[src/rtl/wrd_pkg.sv]
// Shared sizing constants and FSM state encoding for the FC parameter streamer.
package wrd_pkg;

    localparam int WRD_I_BW        = 8;
    localparam int WRD_BIAS_BW     = WRD_I_BW * 2;
    localparam int WRD_NUM_CLASSES = 3;
    localparam int WRD_DEPTH       = 208;

    typedef enum logic [1:0] {
        ST_IDLE   = 2'd0,
        ST_PRIME  = 2'd1,
        ST_STREAM = 2'd2,
        ST_DONE   = 2'd3
    } state_t;

endpackage

[src/rtl/fc_weight_mem.sv]
// Weight storage: one synchronous write port and one registered read port with
// read enable. The read register doubles as the streamer's prefetch stage.
module fc_weight_mem #(
    parameter int WIDTH = 24,
    parameter int DEPTH = 208,
    parameter int AW    = $clog2(DEPTH)
) (
    input  logic             clk,
    input  logic             wr_en,
    input  logic [AW-1:0]    wr_addr,
    input  logic [WIDTH-1:0] wr_data,
    input  logic             rd_en,
    input  logic [AW-1:0]    rd_addr,
    output logic [WIDTH-1:0] rd_data
);

    logic [WIDTH-1:0] mem [DEPTH];

    // Addresses past DEPTH-1 exist when DEPTH is not a power of two; drop them.
    always_ff @(posedge clk) begin
        if (wr_en && ({1'b0, wr_addr} < (AW+1)'(DEPTH)))
            mem[wr_addr] <= wr_data;
        if (rd_en)
            rd_data <= mem[rd_addr];
    end

endmodule

[src/rtl/fc_param_streamer.sv]
// Streams one packet of DEPTH weight words plus a constant bias word per start
// request, with valid/ready handshaking and a prefetch stage hiding read latency.
module fc_param_streamer
    import wrd_pkg::*;
#(
    parameter int I_BW        = WRD_I_BW,
    parameter int BIAS_BW     = I_BW * 2,
    parameter int NUM_CLASSES = WRD_NUM_CLASSES,
    parameter int DEPTH       = WRD_DEPTH,
    parameter int AW          = $clog2(DEPTH)
) (
    input  logic                           clk_i,
    input  logic                           rst_i,
    input  logic                           wr_en_i,
    input  logic [AW-1:0]                  wr_addr_i,
    input  logic [NUM_CLASSES*I_BW-1:0]    wr_data_i,
    input  logic                           bias_wr_en_i,
    input  logic [NUM_CLASSES*BIAS_BW-1:0] bias_data_i,
    input  logic                           start_i,
    output logic [NUM_CLASSES*I_BW-1:0]    data_w_o,
    output logic [NUM_CLASSES*BIAS_BW-1:0] data_b_o,
    output logic                           valid_o,
    output logic                           last_o,
    input  logic                           ready_i,
    output logic                           busy_o,
    output logic                           done_o
);

    localparam int          WW        = NUM_CLASSES * I_BW;
    localparam int          BW        = NUM_CLASSES * BIAS_BW;
    localparam logic [AW-1:0] LAST_ADDR = AW'(DEPTH - 1);

    state_t          state;
    logic [BW-1:0]   bias_reg;
    logic [AW-1:0]   fetch_addr;
    logic            fetch_done;
    logic [WW-1:0]   word_p0;
    logic            vld_p0;
    logic            last_p0;

    logic            wr_ok;
    logic            bias_ok;
    logic            accept;
    logic            accept_last;
    logic            load_out;
    logic            fetch_phase;
    logic            rd_en;

    assign wr_ok       = wr_en_i && !busy_o;
    assign bias_ok     = bias_wr_en_i && !busy_o;
    assign accept      = valid_o && ready_i;
    assign accept_last = accept && last_o;
    assign load_out    = vld_p0 && (!valid_o || ready_i);

    // A held start in DONE prefetches address 0 early so back-to-back packets
    // are separated by only the DONE and PRIME cycles.
    assign fetch_phase = (state == ST_PRIME) || (state == ST_STREAM) ||
                         ((state == ST_DONE) && start_i);
    assign rd_en       = fetch_phase && !fetch_done && (!vld_p0 || load_out);

    fc_weight_mem #(
        .WIDTH (WW),
        .DEPTH (DEPTH),
        .AW    (AW)
    ) u_mem (
        .clk     (clk_i),
        .wr_en   (wr_ok),
        .wr_addr (wr_addr_i),
        .wr_data (wr_data_i),
        .rd_en   (rd_en),
        .rd_addr (fetch_addr),
        .rd_data (word_p0)
    );

    always_ff @(posedge clk_i or posedge rst_i) begin
        if (rst_i) begin
            bias_reg <= '0;
        end else if (bias_ok) begin
            bias_reg <= bias_data_i;
        end
    end

    // data_b_o is the packet bias register itself, latched once in PRIME.
    always_ff @(posedge clk_i or posedge rst_i) begin
        if (rst_i) begin
            state    <= ST_IDLE;
            busy_o   <= 1'b0;
            done_o   <= 1'b0;
            data_b_o <= '0;
        end else begin
            done_o <= 1'b0;
            case (state)
                ST_IDLE: begin
                    if (start_i) begin
                        state  <= ST_PRIME;
                        busy_o <= 1'b1;
                    end
                end
                ST_PRIME: begin
                    state    <= ST_STREAM;
                    data_b_o <= bias_reg;
                end
                ST_STREAM: begin
                    if (accept_last) begin
                        state  <= ST_DONE;
                        done_o <= 1'b1;
                    end
                end
                ST_DONE: begin
                    if (start_i) begin
                        state <= ST_PRIME;
                    end else begin
                        state  <= ST_IDLE;
                        busy_o <= 1'b0;
                    end
                end
                default: begin
                    state  <= ST_IDLE;
                    busy_o <= 1'b0;
                end
            endcase
        end
    end

    // Fetch counter saturates at DEPTH-1; fetch_done stops further reads.
    always_ff @(posedge clk_i or posedge rst_i) begin
        if (rst_i) begin
            fetch_addr <= '0;
            fetch_done <= 1'b0;
            vld_p0     <= 1'b0;
            last_p0    <= 1'b0;
        end else begin
            if (accept_last) begin
                fetch_addr <= '0;
                fetch_done <= 1'b0;
            end else if (rd_en) begin
                if (fetch_addr == LAST_ADDR)
                    fetch_done <= 1'b1;
                else
                    fetch_addr <= fetch_addr + 1'b1;
            end

            if (rd_en) begin
                vld_p0  <= 1'b1;
                last_p0 <= (fetch_addr == LAST_ADDR);
            end else if (load_out) begin
                vld_p0  <= 1'b0;
            end
        end
    end

    // Output stage: refilled from the prefetch stage whenever empty or accepted.
    always_ff @(posedge clk_i or posedge rst_i) begin
        if (rst_i) begin
            valid_o  <= 1'b0;
            last_o   <= 1'b0;
            data_w_o <= '0;
        end else if (load_out) begin
            valid_o  <= 1'b1;
            last_o   <= last_p0;
            data_w_o <= word_p0;
        end else if (accept) begin
            valid_o  <= 1'b0;
            last_o   <= 1'b0;
        end
    end

endmodule

[config.mk]
export PLATFORM = sky130hd
export DESIGN_NAME = fc_param_streamer
export DESIGN_NICKNAME = d
export VERILOG_FILES = /design/src/rtl/wrd_pkg.sv /design/src/rtl/fc_weight_mem.sv /design/src/rtl/fc_param_streamer.sv
export SDC_FILE = /design/constraint.sdc
export NUM_CORES = 2
export LEC_CHECK = 0
export CORE_MARGIN = 2
export CORE_UTILIZATION = 40
export DETAILED_ROUTE_END_ITERATION = 12
export SLEW_MARGIN = 20
export SYNTH_ARGS = -nofsm -noshare
export SYNTH_HDL_FRONTEND = slang
export SYNTH_MEMORY_MAX_BITS = 65536
export SYNTH_SLANG_ARGS = --single-unit
[constraint.sdc]
create_clock -name clk_i -period 6.2 [get_ports clk_i]
set_input_delay 0.93 -clock clk_i [delete_from_list [all_inputs] [get_ports clk_i]]
set_output_delay 0.93 -clock clk_i [all_outputs]
set_load 0.02 [all_outputs]
# Yosys cells after proc, flatten, opt, wreduce, memory -nomap -nowiden
# Memory sizes are Yosys's and may differ from the RTL's. A register that Yosys moved wholly into a read port is not among the register bits.
# Cells that the tools add are included.
[totals] regBits=137 ramBits=4992 inputBits=86 out_inout_bits=76 n_memories=1
[mem_list] memory="u_mem.mem" depth=208 word_bits=24 rd=1 rd_ports_with_merged_regs=1 wr=1 line="fc_weight_mem.sv:17" source="logic [WIDTH-1:0] mem [DEPTH];"
[op_classes] n_addsub=1 order_cmp=1 n_eq_ne=8 muxes=22 n_reduce_logical=27
[op_table] op="two-way mux 8 bit" count=3
[op_table] op="two-way mux 1 bit" count=15
[op_table] op="nonzero test 2 bit" count=5
[op_table] op="logical AND 1 bit" count=9
[op_table] op="adder 8 x 1 -> 8 bit, second input constant" count=1
[op_table] op="equality test 8 bit, second input constant" count=1
[op_table] op="< comparator 8 bit, second input constant" count=1
[op_table] op="inequality test 2 bit, second input constant" count=4
[op_table] op="case mux 2 bit (4 select lines)" count=1
[op_table] op="AND reduction 2 bit" count=3
[op_table] op="equality test 2 bit, second input constant" count=2
[op_table] op="zero test 1 bit" count=4
[op_table] op="logical OR 1 bit" count=4
[op_table] op="two-way mux 2 bit" count=2
[op_table] op="AND reduction 3 bit" count=1
[op_table] op="equality test 2 x 1 -> 1 bit, second input constant" count=1
[op_table] op="zero test 2 bit" count=1
[op_table] op="case mux 1 bit (2 select lines)" count=1

# Depth between registers and ports, before layout
[depth] word_depth=7 ltp_mapped=13

# Hierarchy
# A second synthesis with hierarchy kept.
[unflattened] cells_unflattened=9009 area_unflattened_um2=197339.3
[modules_own_cells] module="fc_weight_mem" n_inst=1 cells_each=8662 area_each_um2=191995.4 seq_area_each_um2=150624.5
[modules_own_cells] module="fc_param_streamer" n_inst=1 cells_each=347 area_each_um2=5343.9 seq_area_each_um2=3428.3

# Worst setup path after synthesis
# No wires, ideal clock.
[synth_timing] kind="input to register" startpoint="in wr_addr_i[4]" endpoint="mem u_mem.mem[108][0] (enable)" t_arrival_ps=3314 required_time_ps=5795 slack_ps=2481 cell_stages=7 path_buffers=1 path_cell_list="nor2_1 -> nor2_1 -> nor3b_1 -> nor3b_1 -> nand3_1 -> clkbuf_1 -> nor2_1"
[synth_via] elab_chain_len=4
[synth_lines] item="start, declared" line="fc_param_streamer.sv:15" source="input logic [AW-1:0] wr_addr_i,"
[synth_lines] item="< comparator 8 bit" line="fc_weight_mem.sv:21" source="if (wr_en && ({1'b0, wr_addr} < (AW+1)'(DEPTH)))"
[synth_lines] item="logical AND 1 bit" line="fc_weight_mem.sv:21"
[synth_lines] item="two-way mux 1 bit" line="fc_weight_mem.sv:21"
[synth_lines] item="two-way mux 1 bit (not written as such)" line="fc_weight_mem.sv:22" source="mem[wr_addr] <= wr_data;"
[synth_lines] item="end, declared" line="fc_weight_mem.sv:17"
# Parallel ways exist; a longest one is shown, timed or not.

==> impl_metrics.toml <==
[outcome]
outcome = "finished, final reports clean"

[logic_synthesis]
syn_avg_cell_area_sq_um = 22.6
syn_area_sq_mm = 0.197
synthesis.nets = 8816
synth_top_area_frac = 0.763
synth_ff_type = "edfxtp_1"
yosys.cell_count.top_type = "edfxtp_1"
yosysSeqAreaShare = 0.780
synthArstFlopShare = 0.0266
synth_edf_count = 5016
netlist_top_cells_count = "edfxtp_1 (5016), mux4_2 (1174), mux2i_1 (363)"
synth_cells = 8725
ys_ff_latch = 5153
ys_top_cells_by_area = "edfxtp_1 (76%), mux4_2 (13%), mux2i_1 (1.8%)"
yosys_warnings = 0
yosysTopAreaCell = "edfxtp_1"
ys_types = 76

[final_layout]
area.sequential_sq_mm = 0.154
multi_input_area_sq_mm = 0.0410
area_growth_pct = 14.6
fin_nets = 9467
largest_register_ffs = 4992
drive_gt1_frac = 0.284
fill_cells = 40350

[grt]
overflow = 0
grt_pass1_vias = 96669
grt_max_degree = 177
grt_first_pass_wirelength_mm = 766
track_usage = 0.217
antenna_found_initial = 39

[cts]
cts-resized-gates = 0
insertion_delay_ns = 1.07
cts_tree = "yes"
cts.clk_slew.worst_paths_ns = 0.06
cts_hold_buf = 0
cts_setup_buffers = 0
root_buffer = "clkbuf_16"
cts_buffer_depth = 4
clock-sinks = 5153
htree_levels = 6
numCtsBuffers = 540

[placed_design]
dp_slack_ns = 0.556
globalplace.congestion = 0.882
hpwlAfterDp_mm = 327
portBuffers = 161

[detailed_routing]
viasPerCell = 5.98
wl_met2_mm = 257
vias = 97628
routed.top_layer = "met5"
wl_per_cell_um = 33.9
dr_wl_met3_mm = 57.1
drtIter0Drc = 13788
wirelength_mm = 554
ant_nets = 0
dr.pass1.iters = 7
wl_met1_mm = 217
route.detailed.drc = 0

[power_and_ir_drop]
p_int_mw = 68.5
irDropWorstVdd_uv = 596
sw_frac_of_total = 0.318
p_switching_mw = 32.0
clkPwrFrac = 0.313
p_leak_nw = 70.9
combPwrFrac = 0.290
power_mw = 101
p_per_area_mw_per_mm2 = 444
power_frac_seq = 0.397

[run]
cap_viol_max_count = 0

[timing]
final.setup_skew_ns = 0.0783
finalHoldViolCount = 0
rsz0062_at_grt = "false"
maxSlewHeadroom = 0.0870
slew_violations = 0
fin_tns_setup_ns = 0
layout_setup_ws_ns = 1.42
max_freq_ghz = 0.209
tightest_slew_ns = 1.37
period_minus_slack_ns = 4.78
setup_viol = 0
period_share = 0.772

[worst_setup_path]
cp_data_required_time_ns = 7.00
endpoint_kind = "register"
cp-start-kind = "register"
crit_chain = "nor2b_4 > buf_4 > a221oi_1 > a21o_1 > a222oi_1 > o22ai_1 > nor4_1 > buf_4 > nor4_1"
arrival_ns = 5.58
critical_path_class = "register to register"
cpPeakStageDelay_ns = 1.02
rrSetupSlack_ns = 1.42
crit_path_top_delay_cell = "dfrtp_4"
path_max_fanout = 28

[floorplanning]
start_util = 0.401
ios = 162
dieArea_sq_mm = 0.499
core_sq_mm = 0.493
die_w_um = 707
core.rowCount = 258
die_h_um = 707

[hold_path]
hp-class = "primary input to register"
## power by group through the flow
stage	Sequential, mW	Clock, mW	Combinational [mW]
CTS	39.9	31.9	29.2
finish	39.9	31.5	29.1
global route	39.9	33.2	30.3
global placement	40.6	0	28.8
detailed placement	40.6	0	29.1
floorplan	40.1	0	18.0
## final timing paths
check,cells after the start,from,end
min in group asynchronous,2,rst_i,data_w_o[19]$_DFFE_PP0P_
worst max-delay path,9,fetch_addr[2]$_DFFE_PP0P_,u_mem.rd_data[22]$_DFFE_PP_
worst max register to register,9,fetch_addr[2]$_DFFE_PP0P_,u_mem.rd_data[22]$_DFFE_PP_
max in group asynchronous,3,rst_i,data_b_o[0]$_DFFE_PP0N_
worst min register to register,1,u_mem.rd_data[5]$_DFFE_PP_,data_w_o[5]$_DFFE_PP0P_
worst min-delay path,1,wr_data_i[17],u_mem.mem[182][17]$_DFFE_PP_
## critical path, delay by kind of cell (launching register included)
kind,cells,cell delay [ns]
flops,1,1.02
buf+inv,2,0.74
simple gates,3,0.98
compound gates,4,1.72
## cell type report
| cell class | instances | area share |
|---|---|---|
| antenna | 16 | 0.000177 |
| clock buffer | 661 | 0.0626 |
| clock inverter | 304 | 0.0130 |
| inverter | 11 | 0.000260 |
| multi-input combinational | 3053 | 0.181 |
| sequential | 5153 | 0.681 |
| tap | 6500 | 0.0359 |
| timing repair buffer | 617 | 0.0260 |
## layer usage
metal | up-vias | GRT usage
li1 | 38564 | -
met4 | 14 | 0.0778
met3 | 886 | 0.0505
met1 | 52842 | 0.300
met2 | 5322 | 0.338
met5 | - | 0
## cell families (layout without fill, tap and decap cells)
| logic type | Yosys count | in the layout | synth area share |
|---|---|---|---|
| AO/OA/AOI/OAI | 836 | 836 | 0.0300 |
| XOR/XNOR | 6 | 6 | 0.000266 |
| adder cells (fa/ha/maj) | 5 | 5 | 0.000317 |
| buffers and inverters | 519 | 1593 | 0.0170 |
| flip-flops | 5153 | 5153 | 0.780 |
| multiplexers | 1669 | 1669 | 0.161 |
| other | 0 | 16 | 0 |
| AND/OR/NAND/NOR | 537 | 537 | 0.0117 |
## placed cells by master (no fill, tap or decap), types with 16 or more instances in the layout
cell type	netlist	routed
clkinv_2	0	77
nand2_1	134	120
clkinvlp_4	0	16
nor2_1	270	59
mux4_2	1174	1174
clkinv_8	0	16
o21ai_0	107	102
buf_4	53	393
diode_2	0	16
a22o_1	37	37
a211oi_1	16	16
clkinv_1	1	121
a221oi_1	125	125
inv_6	0	18
a222oi_1	33	33
a22oi_1	138	138
nor2_2	1	162
a21oi_1	179	179
buf_12	15	58
mux2i_1	363	363
a31oi_1	18	18
clkdlybuf4s50_1	0	137
nor3_1	20	20
clkbuf_16	0	548
nand3_1	32	27
nor2_4	0	50
o22ai_1	49	49
a21o_1	36	36
bufinv_16	0	36
dfrtp_1	137	131
edfxtp_1	5016	5016
clkbuf_1	171	110
mux2_2	122	122
## per-stage QoR
| stage | utilization | hold slack [ns] | instances | instance area, sq um |
|---|---|---|---|---|
| floorplan | - | 0.455 | 8725 | 197000 |
| global placement | 0.424 | 0.463 | 15324 | 209000 |
| detailed placement | 0.424 | 0.473 | 15329 | 209000 |
| CTS | 0.459 | 0.229 | 16294 | 226000 |
| global route | 0.459 | 0.271 | 16300 | 226000 |
| finish | 0.459 | 0.300 | 16315 | 226000 |
Power figures use the tool's default switching activity.
